## config.mk

```make
export PLATFORM = sky130hd
export DESIGN_NAME = memory_stage_flat
export DESIGN_NICKNAME = d
export VERILOG_FILES = /design/src/rtl/memory_stage_if.sv /design/src/rtl/memory_stage.sv /design/src/flat_wrapper.sv
export SDC_FILE = /design/constraint.sdc
export NUM_CORES = 2
export LEC_CHECK = 0
export BUFFER_PORTS_ARGS = -buffer_cell sky130_fd_sc_hd__buf_2
export CORE_UTILIZATION = 58
export CTS_CLUSTER_DIAMETER = 100
export CTS_CLUSTER_SIZE = 14
export DETAILED_ROUTE_END_ITERATION = 7
export GPL_ROUTABILITY_DRIVEN = 0
export GPL_TIMING_DRIVEN = 1
export PLACE_DENSITY = 0.74
export SKIP_CTS_REPAIR_TIMING = 1
export SYNTH_ARGS = -nofsm -noshare
export SYNTH_HDL_FRONTEND = slang
export SYNTH_SLANG_ARGS = --single-unit
export TNS_END_PERCENT = 5
```

## constraint.sdc

```tcl
create_clock -name clk -period 6.4 [get_ports clk]
set_input_delay 0.64 -clock clk [delete_from_list [all_inputs] [get_ports clk]]
set_output_delay 0.64 -clock clk [all_outputs]
set_load 0.05 [all_outputs]
```

## src/rtl/memory_stage_if.sv

```systemverilog
// Execute/memory to write-back bundle for memory_stage.
// mem_err_out exists only when MEM_RANGE_CHECK_EN is defined.
interface memory_stage_if;
  logic        valid_in;
  logic        wbs_in;
  logic        wme_in;
  logic [1:0]  mm_in;
  logic        wm_in;
  logic        ni_in;
  logic [15:0] ALUresult_in;
  logic [15:0] memData_in;
  logic        stall_out;
  logic        valid_out;
  logic        wbs_out;
  logic        wme_out;
  logic        ni_out;
  logic [15:0] ALUresult_out;
  logic [15:0] readData_out;
`ifdef MEM_RANGE_CHECK_EN
  logic        mem_err_out;
`endif

  // Handshake: valid_in qualifies every *_in field; while stall_out=1 the
  // upstream stage holds all *_in fields stable for the following cycle.
  // valid_out qualifies the registered write-back fields.
  modport master (
    output valid_in, wbs_in, wme_in, mm_in, wm_in, ni_in, ALUresult_in, memData_in,
    input  stall_out, valid_out, wbs_out, wme_out, ni_out, ALUresult_out, readData_out
`ifdef MEM_RANGE_CHECK_EN
    , input mem_err_out
`endif
  );

  modport slave (
    input  valid_in, wbs_in, wme_in, mm_in, wm_in, ni_in, ALUresult_in, memData_in,
    output stall_out, valid_out, wbs_out, wme_out, ni_out, ALUresult_out, readData_out
`ifdef MEM_RANGE_CHECK_EN
    , output mem_err_out
`endif
  );
endinterface

```

## src/rtl/memory_stage.sv

```systemverilog
// Pipeline memory stage: 256x16 data memory, one-bubble stall on loads.
// Define MEM_RANGE_CHECK_EN to reject addresses with nonzero bits 15:8.
module memory_stage (
  input  logic          clk,
  input  logic          rst,
  memory_stage_if.slave bus,
  output logic          state_dbg
);

  typedef enum logic {RUN = 1'b0, LOAD_WAIT = 1'b1} state_t;

  state_t      state;
  logic [15:0] mem [256];
  logic [15:0] rd_q;
  logic [7:0]  addr;
  logic        addr_err;
  logic        is_load;
  logic        mem_we;
  logic [15:0] load_val;

  assign addr = bus.ALUresult_in[7:0];
`ifdef MEM_RANGE_CHECK_EN
  assign addr_err = |bus.ALUresult_in[15:8];
`else
  assign addr_err = 1'b0;
`endif

  // A store wins over any memory mode presented alongside it.
  assign is_load  = bus.valid_in && !bus.wm_in && (bus.mm_in == 2'b01 || bus.mm_in == 2'b10);
  assign mem_we   = bus.valid_in && bus.wm_in && (state == RUN) && !addr_err;
  assign bus.stall_out = !rst && (state == RUN) && is_load;
  assign load_val = addr_err ? 16'h0000 :
                    (bus.mm_in == 2'b10) ? {8'h00, rd_q[7:0]} : rd_q;
  assign state_dbg = state;

  // Memory is deliberately outside the reset domain.
  always_ff @(posedge clk) begin
    if (mem_we) mem[addr] <= bus.memData_in;
    rd_q <= mem[addr];
  end

  always_ff @(posedge clk or posedge rst) begin
    if (rst) begin
      state             <= RUN;
      bus.valid_out     <= 1'b0;
      bus.wbs_out       <= 1'b0;
      bus.wme_out       <= 1'b0;
      bus.ni_out        <= 1'b0;
      bus.ALUresult_out <= 16'h0000;
      bus.readData_out  <= 16'h0000;
`ifdef MEM_RANGE_CHECK_EN
      bus.mem_err_out   <= 1'b0;
`endif
    end else begin
      bus.wbs_out       <= bus.wbs_in;
      bus.ni_out        <= bus.ni_in;
      bus.ALUresult_out <= bus.ALUresult_in;
      case (state)
        RUN: begin
          bus.readData_out <= 16'h0000;
          if (bus.valid_in && !is_load) begin
            bus.valid_out <= 1'b1;
            bus.wme_out   <= bus.wme_in;
          end else begin
            bus.valid_out <= 1'b0;
            bus.wme_out   <= 1'b0;
          end
`ifdef MEM_RANGE_CHECK_EN
          bus.mem_err_out <= bus.valid_in && bus.wm_in && addr_err;
`endif
          if (is_load) state <= LOAD_WAIT;
        end
        LOAD_WAIT: begin
          // Upstream still holds the load fields; rd_q was captured last edge.
          bus.valid_out    <= 1'b1;
          bus.wme_out      <= bus.wme_in;
          bus.readData_out <= load_val;
`ifdef MEM_RANGE_CHECK_EN
          bus.mem_err_out  <= addr_err;
`endif
          state <= RUN;
        end
        default: state <= RUN;
      endcase
    end
  end

endmodule

```

## src/flat_wrapper.sv

```systemverilog
// flat-port wrapper written by rule: the top's interface ports become plain ports
module memory_stage_flat 
  (clk, rst, state_dbg, bus_valid_in, bus_wbs_in, bus_wme_in, bus_mm_in, bus_wm_in, bus_ni_in, bus_ALUresult_in, bus_memData_in, bus_stall_out, bus_valid_out, bus_wbs_out, bus_wme_out, bus_ni_out, bus_ALUresult_out, bus_readData_out);
  memory_stage_if bus_i ();
  input  logic clk;
  input  logic rst;
  output logic state_dbg;
  input wire logic [$bits(bus_i.valid_in)-1:0] bus_valid_in;
  input wire logic [$bits(bus_i.wbs_in)-1:0] bus_wbs_in;
  input wire logic [$bits(bus_i.wme_in)-1:0] bus_wme_in;
  input wire logic [$bits(bus_i.mm_in)-1:0] bus_mm_in;
  input wire logic [$bits(bus_i.wm_in)-1:0] bus_wm_in;
  input wire logic [$bits(bus_i.ni_in)-1:0] bus_ni_in;
  input wire logic [$bits(bus_i.ALUresult_in)-1:0] bus_ALUresult_in;
  input wire logic [$bits(bus_i.memData_in)-1:0] bus_memData_in;
  output wire logic [$bits(bus_i.stall_out)-1:0] bus_stall_out;
  output wire logic [$bits(bus_i.valid_out)-1:0] bus_valid_out;
  output wire logic [$bits(bus_i.wbs_out)-1:0] bus_wbs_out;
  output wire logic [$bits(bus_i.wme_out)-1:0] bus_wme_out;
  output wire logic [$bits(bus_i.ni_out)-1:0] bus_ni_out;
  output wire logic [$bits(bus_i.ALUresult_out)-1:0] bus_ALUresult_out;
  output wire logic [$bits(bus_i.readData_out)-1:0] bus_readData_out;
  assign bus_i.valid_in = bus_valid_in;
  assign bus_i.wbs_in = bus_wbs_in;
  assign bus_i.wme_in = bus_wme_in;
  assign bus_i.mm_in = bus_mm_in;
  assign bus_i.wm_in = bus_wm_in;
  assign bus_i.ni_in = bus_ni_in;
  assign bus_i.ALUresult_in = bus_ALUresult_in;
  assign bus_i.memData_in = bus_memData_in;
  assign bus_stall_out = bus_i.stall_out;
  assign bus_valid_out = bus_i.valid_out;
  assign bus_wbs_out = bus_i.wbs_out;
  assign bus_wme_out = bus_i.wme_out;
  assign bus_ni_out = bus_i.ni_out;
  assign bus_ALUresult_out = bus_i.ALUresult_out;
  assign bus_readData_out = bus_i.readData_out;
  memory_stage u_core (.clk(clk), .rst(rst), .bus(bus_i), .state_dbg(state_dbg));
endmodule
```

# Word level (Yosys, flattened, before mapping)
# Memories as Yosys holds them, arrays and structs flattened. A register that Yosys moved wholly into a read port is not among the register bits.
# Index checks and enable logic that the tools add are counted.
[word_totals] input_bits=41 mem_bits_rw=4096 regBits=37 out_inout_bits=38 wordCells=32 n_memories=1
[classes] eq_ne=2 muxes=10 n_reduce_logical=11 bitwise=1
[mem_list] name="u_core.mem" depth=256 width=16 rd=1 rd_ports_with_merged_regs=1 wr=1 line_no="memory_stage.sv:13" text="logic [15:0] mem [256];"
[ops] operator="16-bit one-hot mux with 2 select lines" count=1
[ops] operator="16-bit two-way mux" count=1
[ops] operator="1-bit logical AND" count=7
[ops] operator="1-bit one-hot mux with 2 select lines" count=3
[ops] operator="1-bit two-way mux" count=5
[ops] operator="1-bit logical NOT" count=3
[ops] operator="2-bit by 1-bit == test with 1-bit output (second input constant)" count=1
[ops] operator="2-bit == test (second input constant)" count=1
[ops] operator="1-bit logical OR" count=1
[ops] operator="1-bit NOT" count=1

# Longest topological paths before layout
[logic_depth] word_depth=7 ltp_mapped=8 depth_no_buf=5

# Worst setup path before layout
# Ideal clock, no wire load.
[synth_timing] path_type="input -> register" from="in bus_ALUresult_in[1]" to="mem u_core.mem[102][0] (enable)" n_path_buf=4 setup_time_ns=0.388 t_required_ns=6.012 stages=8 arrival_time_ns=2.726 setup_slack_ns=3.285 cell_sequence="buf_2 > buf_1 > buf_2 > nand2_1 > nor2_1 > nand2_1 > clkbuf_1 > nor2_1"
[synth_lines] element="from (decl)" line_no="flat_wrapper.sv:14" text="input wire logic [$bits(bus_i.ALUresult_in)-1:0] bus_ALUresult_in;"
[synth_lines] element="to (decl)" line_no="memory_stage.sv:13"
# No word-level cell before the write port.

# Worst setup path after layout
[layout_timing] from="reg u_core.state (netlist: u_core.state_dbg)" to="mem u_core.mem[1][15] (enable)"
[layout_via] elab_chain_cells=4
[layout_lines] element="from (decl)" line_no="memory_stage.sv:12" text="state_t state;"
[layout_lines] element="from (signal assigned)" line_no="memory_stage.sv:44" text="state <= RUN;"
[layout_lines] element="from (signal assigned)" line_no="memory_stage.sv:71" text="if (is_load) state <= LOAD_WAIT;"
[layout_lines] element="from (signal assigned)" line_no="memory_stage.sv:81" text="state <= RUN;"
[layout_lines] element="1-bit NOT" line_no="memory_stage.sv:30" text="assign mem_we = bus.valid_in && bus.wm_in && (state == RUN) && !addr_err;"
[layout_lines] element="1-bit logical AND" line_no="memory_stage.sv:30"
[layout_lines] element="1-bit two-way mux" line_no="memory_stage.sv:38" text="if (mem_we) mem[addr] <= bus.memData_in;"
[layout_lines] element="1-bit two-way mux (not written as such)" line_no="memory_stage.sv:38"
# Every way passes these cells.

==> results.md <==
- Status: finished clean
- CP startpoint kind: flip-flop
- Routed Wire Length: between 300,000 and 400,000 um
- First-pass iteration count of the detailed router: 6
- Final Max Slew Viols: 0
- Top-area cell type share of the netlist area: roughly four fifths
- Final Hold Fails: 0
- Critical Path Most Common Cell: nor2_1
- Post-synthesis sequential area ratio: between 70 and 80%
- Placed Cells: 10,400
- Fmax: 227 MHz
- Number of synthesized register bits: 4,149
- Final setup TNS: 0 ns
- Syn nets: 6,811
- Worst-path cell chain: and3b_1, nand2_1, nor2_1, nand2_2, nor2_1, buf_4
- Critical Path Slowest Stage Cell: nor2_1
- Nets: 7,269
- Hold Path Class: input port to flip-flop
- Worst vdd ir: 229 uV
- Clk Latency, worst-skew pair: 0.92 ns
- Routed Antenna Nets: 0
- Tmin final: 4.40 ns
- Total GRT Usage: 29.1%
- DRC Markers: 0
- Core area: 268,000 sq um
- Largest net degree at the start of global routing: around 200
- Vias in the first global route: approximately 75,000
- CP endpoint kind: flip-flop
- RSZ-0062 raised after global routing: false
- Worst EP required: around 7 ns
- Most frequent cell after synthesis: edfxtp_1
- Clk root buf: clkbuf_16
- P&R area growth vs syn: 10.6%
- IO buf count: 78
- Synth Flop Type: edfxtp_1
- Die Wd: 521 um
- Crit path largest cell delay: 1.12 ns
- Leading area contributor after synthesis: edfxtp_1
- Reg clk slew, reported paths: 0.06 ns
- CTS tree: done
- Final hold slack: 0.0315 ns
- Post-synthesis cell area: 156,000 sq um
- Final Cycle Share: 68.8%
- Crit path arrival time: 4.99 ns
- Clock skew: 0.0701 ns
- DP HPWL: 218,000 um
- Vias: 76,800
- Synth Warn #: 0
- Avg WL per Cell: 36.1 um
- Full die area: 271,000 sq um
- Synth cell count leaders: 4,096 x edfxtp_1, 1,024 x mux4_2, 512 x a22oi_1
- Actual slew at the worst max-slew pin: 1.45 ns
- Fraction of registers with async set/reset: 0.892%
- Synth top area cells: edfxtp_1 79%, mux4_2 15%, a22oi_1 2.5%
- CTS H-tree lvls: 5
- Mapped Cells: roughly 6,800
- Layout cell share with drive strength beyond 1: 26.4%
- Number of DRC markers after the initial detailed-route iteration: 12,600
- Worst-path fanout max: 16
- Clock sinks: roughly 4,100
- Antenna violations before repair: 20
- Final setup violation count: 0
- Total of max-cap violations: 0
- CTS Buf Count: between 300 and 400
- Ports: 79
- Static Leakage: 52.9 nW
- Number of synthesized flops with an enable pin: just over 4,000
- Initial core utilization: between 50% and 60%
- First-pass GRT wire length: roughly 560,000 um
- Standard-cell row count: 190
- Cell Count, Final, Fillers Out: 10,900
- Clock buffer depth: 4
- Rel. slew slack: 2.33%
- Vias per cell: between 7 and 8
- Post-synthesis cell type count: 26
- CP delay by family, top: simple AND/OR/NAND/NOR gates
- Avg Inst Size Synth: 23.1 sq um
- Crit path buffers/inverters: 1
- Setup CP Type: flip-flop to flip-flop
- GRT overflow: 0
- PwrDens: 296 nW/um^2
- Die Y: 521 um
## routing by layer
| layer | global-route usage, % | up-vias | wire, um |
|---|---|---|---|
| li1 | - | 29800 | - |
| met1 | 41.6 | 40600 | 144000 |
| met2 | 44.3 | 5541 | 185000 |
| met3 | 6.69 | 816 | 47700 |
| met4 | 11.8 | 18 | 17000 |
| met5 | 0 | - | 133 |
## stage by stage
stage	area [sq um]	worst slack [ns]	total power [mW]	utilization (%)
6_report	173000	2.00	51.1	64.5
5_1_grt	173000	2.02	52.2	64.5
4_1_cts	173000	2.07	51.2	64.4
3_5_place_dp	163000	1.47	32.9	61.0
3_3_place_gp	163000	0.438	32.9	60.9
2_1_floorplan	156000	3.29	31.7	-
## registers in the layout, indices dropped and copies added (netlist names)
| signal | cells |
|---|---|
| u_core.bus.readData_out | 16 |
| u_core.mem | 4096 |
| u_core.bus.wbs_out | 1 |
| u_core.bus.ni_out | 1 |
| u_core.state_dbg | 1 |
| u_core.bus.ALUresult_out | 16 |
| u_core.bus.wme_out | 1 |
| u_core.rd_q | 16 |
| u_core.bus.valid_out | 1 |
## cell type report
cell class / count / area, sq um
fill: 16600 / 95200
multi-input combinational: 2205 / 30300
clock buffer: 436 / 8950
clock inverter: 17 / 250
inverter: 2 / 7.51
tap: 3552 / 4440
sequential: 4149 / 124000
timing repair buffer: 531 / 4470
antenna: 22 / 55.1
## power breakdown
part	leakage [nW]	switching, mW	internal, mW
clock	4.46	8.95	9.75
combinational	11.1	1.63	0.818
sequential	37.4	0.0343	29.9
total	52.9	10.6	40.4
## path summary, 6_finish.rpt
check                      slack, ns  depth (start not counted)              from                          end
min in group asynchronous       0.22                          3               rst  u_core.bus.ALUresult_out[8]
max in group asynchronous       5.20                          5               rst   u_core.bus.readData_out[2]
hold reg to reg                 0.54                          1   u_core.rd_q[14]  u_core.bus.readData_out[14]
setup reg to reg                2.00                          6  u_core.state_dbg            u_core.mem[1][15]
hold / removal                  0.03                          3         bus_wm_in             u_core.state_dbg
setup / recovery                2.00                          6  u_core.state_dbg            u_core.mem[1][15]
## logic make-up (layout without fill, tap and decap cells)
| logic type | after synthesis | in the layout | share of synthesized area [%] |
|---|---|---|---|
| other | 0 | 22 | 0 |
| AND/OR/NAND/NOR | 347 | 347 | 0.922 |
| buffers and inverters | 415 | 986 | 1.09 |
| flip-flops | 4149 | 4149 | 79.6 |
| AO/OA/AOI/OAI | 833 | 833 | 3.65 |
| multiplexers | 1024 | 1024 | 14.8 |
| adder cells (fa/ha/maj) | 1 | 1 | 0.00801 |
## worst reg2reg max path: stages (launching register included)
cell and delay (ns):
dfrtp_1 0.61, and3b_1 0.58, nand2_1 0.12, nor2_1 0.38, nand2_2 0.94, nor2_1 1.12
buf_4 0.33
## cells in the final DEF, fill, tap and decap left out, drive strengths merged, types with 2 or more instances in the layout
master	netlist	layout
dfxtp	16	16
inv	2	9
clkbuf	267	436
nand4	16	16
nand2b	2	2
buf	146	516
edfxtp	4096	4096
nand3	4	4
dfrtp	37	37
or2	2	2
a21oi	256	256
dlygate4sd3	0	15
nand2	31	31
a22oi	512	512
diode	0	22
nor2	261	261
clkinv	0	10
nor3b	2	2
and2	20	20
o41ai	64	64
mux4	1024	1024
nor2b	7	7
(Power assumes the default switching activity.)
